### config.mk
export PLATFORM = sky130hd
export DESIGN_NAME = half_adder_exerciser
export DESIGN_NICKNAME = d
export VERILOG_FILES = /design/src/rtl/half_adder_exerciser.sv
export SDC_FILE = /design/constraint.sdc
export NUM_CORES = 1
export LEC_CHECK = 0
export ABC_AREA = 1
export CORE_ASPECT_RATIO = 1.25
export CORE_MARGIN = 3
export CORE_UTILIZATION = 45
export DETAILED_ROUTE_END_ITERATION = 10
export PLACE_DENSITY = 0.74
export RECOVER_POWER = 25
export SETUP_SLACK_MARGIN = 0.2
export SYNTH_ARGS = -nofsm -noshare
export SYNTH_HDL_FRONTEND = slang
export SYNTH_SLANG_ARGS = --single-unit
export TNS_END_PERCENT = 100
### constraint.sdc
create_clock -name clk -period 1.7 [get_ports clk]
set_clock_uncertainty 0.1 [all_clocks]
set_input_delay 0.34 -clock clk [delete_from_list [all_inputs] [get_ports clk]]
set_output_delay 0.34 -clock clk [all_outputs]
set_load 0.05 [all_outputs]
### src/rtl/half_adder_exerciser.sv
// half_adder_exerciser
// Drives every a/b combination of a half adder in order: 00, 01, 10, 11.
// It compares each sum/carry response against the golden function, counts
// mismatches with saturation and reports a pass flag at the end of each run.
// A start/done handshake runs PASSES sweeps. Each vector is held for
// SETTLE_CYCLES cycles before the check cycle.
// Optional first-error log: define HA_EXERCISER_ERRLOG_EN to add the
// first_err_valid / first_err_vec / first_err_resp ports and their registers.
module half_adder_exerciser #(
  parameter int SETTLE_CYCLES = 1,
  parameter int PASSES        = 1,
  parameter int ERR_W         = 8
) (
  input  logic             clk,
  input  logic             rst_n,
  input  logic             start,
  output logic             busy,
  output logic             done,
  output logic             pass,
  output logic             a,
  output logic             b,
  input  logic             sum,
  input  logic             carry,
  output logic [1:0]       vec_idx,
  output logic [ERR_W-1:0] err_count
`ifdef HA_EXERCISER_ERRLOG_EN
  ,
  output logic             first_err_valid,
  output logic [1:0]       first_err_vec,
  output logic [1:0]       first_err_resp
`endif
);

  // Counter widths; both parameters are at least 1, so both widths are >= 1.
  localparam int SET_W  = $clog2(SETTLE_CYCLES + 1);
  localparam int PASS_W = $clog2(PASSES + 1);

  localparam logic [SET_W-1:0]  SETTLE_LAST = SET_W'(SETTLE_CYCLES - 1);
  localparam logic [PASS_W-1:0] PASS_LAST   = PASS_W'(PASSES - 1);
  localparam logic [ERR_W-1:0]  ERR_MAX     = {ERR_W{1'b1}};

  typedef enum logic [1:0] {
    S_IDLE  = 2'd0,
    S_DRIVE = 2'd1,
    S_CHECK = 2'd2,
    S_DONE  = 2'd3
  } state_t;

  state_t             state_q, state_d;
  logic [SET_W-1:0]   settle_q, settle_d;     // cycles spent in DRIVE for this vector
  logic [PASS_W-1:0]  sweep_q, sweep_d;       // sweeps completed so far in this run
  logic [1:0]         vec_idx_q, vec_idx_d;
  logic               a_q, a_d;
  logic               b_q, b_d;
  logic               busy_q, busy_d;
  logic               done_q, done_d;
  logic               pass_q, pass_d;
  logic [ERR_W-1:0]   err_q, err_d;

`ifdef HA_EXERCISER_ERRLOG_EN
  logic               fe_valid_q, fe_valid_d;
  logic [1:0]         fe_vec_q, fe_vec_d;
  logic [1:0]         fe_resp_q, fe_resp_d;
`endif

  // Golden half-adder response for the operands currently on a/b.
  logic [1:0]       expected_resp;
  logic [1:0]       actual_resp;
  logic             mismatch;
  logic [ERR_W-1:0] err_after_check;

  // Compare the adder response during CHECK; the error count saturates at its maximum.
  always_comb begin
    expected_resp   = {a_q & b_q, a_q ^ b_q};
    actual_resp     = {carry, sum};
    mismatch        = (state_q == S_CHECK) && (actual_resp != expected_resp);
    err_after_check = err_q;
    if (mismatch && (err_q != ERR_MAX)) begin
      err_after_check = err_q + 1'b1;
    end
  end

  // Next-state and output logic for the sweep controller.
  always_comb begin
    state_d   = state_q;
    settle_d  = settle_q;
    sweep_d   = sweep_q;
    vec_idx_d = vec_idx_q;
    busy_d    = busy_q;
    done_d    = 1'b0;
    pass_d    = pass_q;
    err_d     = err_q;
`ifdef HA_EXERCISER_ERRLOG_EN
    fe_valid_d = fe_valid_q;
    fe_vec_d   = fe_vec_q;
    fe_resp_d  = fe_resp_q;
`endif

    case (state_q)
      S_IDLE: begin
        vec_idx_d = 2'd0;
        busy_d    = 1'b0;
        if (start) begin
          // Accept the run: vector 0 goes out next cycle and last run's results are cleared.
          state_d  = S_DRIVE;
          busy_d   = 1'b1;
          settle_d = '0;
          sweep_d  = '0;
          err_d    = '0;
          pass_d   = 1'b0;
`ifdef HA_EXERCISER_ERRLOG_EN
          fe_valid_d = 1'b0;
          fe_vec_d   = 2'd0;
          fe_resp_d  = 2'd0;
`endif
        end
      end

      S_DRIVE: begin
        if (settle_q == SETTLE_LAST) begin
          state_d  = S_CHECK;
          settle_d = '0;
        end else begin
          settle_d = settle_q + 1'b1;
        end
      end

      S_CHECK: begin
        err_d = err_after_check;
`ifdef HA_EXERCISER_ERRLOG_EN
        // Only the first mismatch of a run is recorded.
        if (mismatch && !fe_valid_q) begin
          fe_valid_d = 1'b1;
          fe_vec_d   = vec_idx_q;
          fe_resp_d  = actual_resp;
        end
`endif
        if (vec_idx_q != 2'd3) begin
          vec_idx_d = vec_idx_q + 2'd1;
          state_d   = S_DRIVE;
        end else if (sweep_q != PASS_LAST) begin
          sweep_d   = sweep_q + 1'b1;
          vec_idx_d = 2'd0;
          state_d   = S_DRIVE;
        end else begin
          // The last check's mismatch is already included in err_after_check.
          state_d   = S_DONE;
          vec_idx_d = 2'd0;
          busy_d    = 1'b0;
          done_d    = 1'b1;
          pass_d    = (err_after_check == '0);
        end
      end

      S_DONE: begin
        state_d   = S_IDLE;
        vec_idx_d = 2'd0;
      end

      default: begin
        state_d   = S_IDLE;
        vec_idx_d = 2'd0;
        busy_d    = 1'b0;
      end
    endcase

    // The operands always follow the vector index; the index is 0 outside DRIVE/CHECK.
    a_d = vec_idx_d[1];
    b_d = vec_idx_d[0];
  end

  // State and output registers with synchronous active-low reset.
  always_ff @(posedge clk) begin
    if (!rst_n) begin
      state_q   <= S_IDLE;
      settle_q  <= '0;
      sweep_q   <= '0;
      vec_idx_q <= 2'd0;
      a_q       <= 1'b0;
      b_q       <= 1'b0;
      busy_q    <= 1'b0;
      done_q    <= 1'b0;
      pass_q    <= 1'b0;
      err_q     <= '0;
    end else begin
      state_q   <= state_d;
      settle_q  <= settle_d;
      sweep_q   <= sweep_d;
      vec_idx_q <= vec_idx_d;
      a_q       <= a_d;
      b_q       <= b_d;
      busy_q    <= busy_d;
      done_q    <= done_d;
      pass_q    <= pass_d;
      err_q     <= err_d;
    end
  end

`ifdef HA_EXERCISER_ERRLOG_EN
  // First-error log registers, cleared by reset and by start acceptance.
  always_ff @(posedge clk) begin
    if (!rst_n) begin
      fe_valid_q <= 1'b0;
      fe_vec_q   <= 2'd0;
      fe_resp_q  <= 2'd0;
    end else begin
      fe_valid_q <= fe_valid_d;
      fe_vec_q   <= fe_vec_d;
      fe_resp_q  <= fe_resp_d;
    end
  end

  assign first_err_valid = fe_valid_q;
  assign first_err_vec   = fe_vec_q;
  assign first_err_resp  = fe_resp_q;
`endif

  assign busy      = busy_q;
  assign done      = done_q;
  assign pass      = pass_q;
  assign a         = a_q;
  assign b         = b_q;
  assign vec_idx   = vec_idx_q;
  assign err_count = err_q;

endmodule

==> metrics.cfg <==
[sta]
slew_headroom=0.669
finalHoldViolCount=0
setup_slack_ps=0.823
worst_slew_pin_slew_ps=495
finalWorstPathRequiredPeriod_ps=1700
holdWs_ps=387
drv_slew=0
finalSetupViolCount=0
fin_crit_sh=1.00
fin_setup_tns_ps=0
grt_setup_unrepaired=true
fmax_mhz=589

[worst_setup_path]
cp_num_buf_inv=1
critPathLaunchType=register
rr_endpoint=pass$_SDFFE_PN0P_
max_stage_delay_ps=360
crit_slowest_cell=dfxtp_4
cp-end-kind=register
r2r_cells=11
startpoint=vec_idx[0]$_SDFFE_PN0P_
path_delay_family=simple AND/OR/NAND/NOR gates
regToRegStartpoint=vec_idx[0]$_SDFFE_PN0P_
r2r_slack_ps=0.8
cp_max_fo=8
cp_data_required_time_ps=1830
path_cells=ha_4 -> inv_2 -> nand2_2 -> nand2_2 -> nand2_4 -> nand3_4 -> o21ai_2 -> nand2_1 -> nor2_1 -> nand2_1 -> a21oi_2
worst-endpoint-arrival_ps=1830
crit_type=register to register

[placement]
numPortBuffers=19
postPlaceCellArea_um2=1430
pre_cts_slack_ps=-258
dpl.hpwl_um=1920
place_congestion=0.960

[routing]
drt_wl_total_um=2770
ant_nets=0
drt-pass1-iter-count=4
vias=1082
post-route-drc-count=0
viasPerCell=5.18
drtIter0Drc=31
wl_per_cell_um=13.2

[global_route]
grt-ovfl-total=0
grt_pass1_vias=1081
antenna_found_initial=0
grt_pass1_wl_um=4530
grt_usage=0.224
grt_max_degree=15

[synthesis]
yosysUniqueCellTypes=26
synth_edf_count=0
syn_inst=153
synth_nets=160
async_flop_share=0
yosysMostFrequentCell=nand2_1
ys.warnings.count=0
synth_area_leaders=dfxtp_1 30%, nand2_1 19%, inv_1 7.6%
ys_ff_latch=15
avgSynthCellArea_um2=6.45
synth_top_area_frac=0.304
ys_seq_area_frac=0.304
yosys-top-cells-count=51 x nand2_1, 20 x inv_1, 15 x dfxtp_1
synth_top_cell_by_area=dfxtp_1
yosys_most_used_dff=dfxtp_1
syn-cell-area_um2=987

[power_and_ir_drop]
vdd_ir_drop_max_v=0.000427
power_density_nw_per_um2=475
p_leak_nw=0.717

[min_path]
hp-class=register to register
min_to=busy$_SDFFE_PN0P_
hold_start=busy$_SDFFE_PN0P_
hold_depth=2

[job]
drv_cap=0

[cts]
clk_pin_slew_worst_paths_ps=100
numCtsBuffers=3
cts-root-buf=clkbuf_4
ctsHoldBuffers=0
clock_insertion_delay_worst_skew_ps=290
cts_tree=done
clockBufferDepth=2
clkSinkCount=15
htreeDepth=1

[floorplanning]
num_io_pins=20
die_x_um=47.9
fp-row-count=18
die-area_um2=2800
core-area_um2=2030
initial_core_util=0.487
dieHeight_um=58.4

[layout]
num_antenna_cells=0
seq_area_um2=323
post-route-util=0.759
nets=197
fillers=143
drive_gt1_frac=0.402
multi_input_area_um2=638
final_area_um2=1540
syn_to_final_growth_pct=55.9

[status]
status=complete, no violations

cells by family (layout without fill, tap and decap cells):
family / Yosys count / count (layout) / synth area share
AO/OA/AOI/OAI: 17 / 17 / 0.100
XOR/XNOR: 2 / 2 / 0.0177
adder cells (fa/ha/maj): 2 / 2 / 0.0253
buffers and inverters: 28 / 63 / 0.115
flip-flops: 15 / 15 / 0.304
AND/OR/NAND/NOR: 89 / 90 / 0.437
layout by cell type, fill, tap and decap left out, types with 3 or more instances in the layout:
master | netlist | final
nand2_1 | 51 | 44
dfxtp_2 | 0 | 6
clkbuf_4 | 0 | 3
dfxtp_4 | 0 | 4
buf_4 | 2 | 18
a21oi_1 | 9 | 9
nand4_1 | 6 | 6
nand3_2 | 1 | 6
clkdlybuf4s50_1 | 0 | 4
nand3_1 | 9 | 5
inv_2 | 4 | 5
o21ai_0 | 3 | 3
buf_12 | 0 | 13
nand2_2 | 4 | 10
nor2_1 | 12 | 12
dfxtp_1 | 15 | 5
inv_1 | 20 | 19
power breakdown:
group / internal [mW] / total (mW) / switching (mW)
Clock: 0.0876 / 0.213 / 0.125
Sequential: 0.354 / 0.361 / 0.00763
Combinational: 0.0633 / 0.158 / 0.0944
worst min-delay path, cell delays in order, from the launching register on:
cell and delay (ps):
dfxtp_1 330, nand2_1 60, a211oi_1 60
flip-flops by register name, indices dropped and copies added, names as in the netlist:
name / flops
busy: 1
done: 1
err_count: 8
pass: 1
state_q: 2
vec_idx: 2
routing by layer:
layer,GRT usage,routed length (um),vias up,part of all wire
li1,-,-,558,-
met1,0.262,1120,485,0.40
met3,0.0428,93,8,0.034
met2,0.363,1480,31,0.53
met5,0,0,-,0
met4,0.131,78,0,0.028
layout make-up:
class                      count  area share
clock inverter                 1     0.00325
sequential                    15       0.210
multi-input combinational    111       0.415
tap                           20      0.0163
inverter                      24      0.0585
timing repair buffer          35       0.283
clock buffer                   3      0.0146
how the worst max path moves through the flow:
stage,end,depth (start not counted)
3_5_place_dp,pass$_SDFFE_PN0P_,11
4_1_cts,pass$_SDFFE_PN0P_,11
6_report,pass$_SDFFE_PN0P_,11
3_3_place_gp,pass$_SDFFE_PN0P_,13
2_1_floorplan,pass$_SDFFE_PN0P_,13
5_1_grt,pass$_SDFFE_PN0P_,13
stage by stage:
step,std cells,power (mW)
after floorplan,153,0.453
after global placement,202,0.501
after detailed placement,202,0.505
after CTS,207,0.725
after global routing,209,0.772
final,209,0.732
repair_timing:
action | CTS | global route
pin swaps | 12 | 3
endpoints found under the setup margin | 9 | 10
endpoints found under the hold margin | 0 | 0
cloned | 1 | 0
buffers inserted | 0 | 2
resized for setup | 7 | 5
Power figures use the tool's default switching activity.
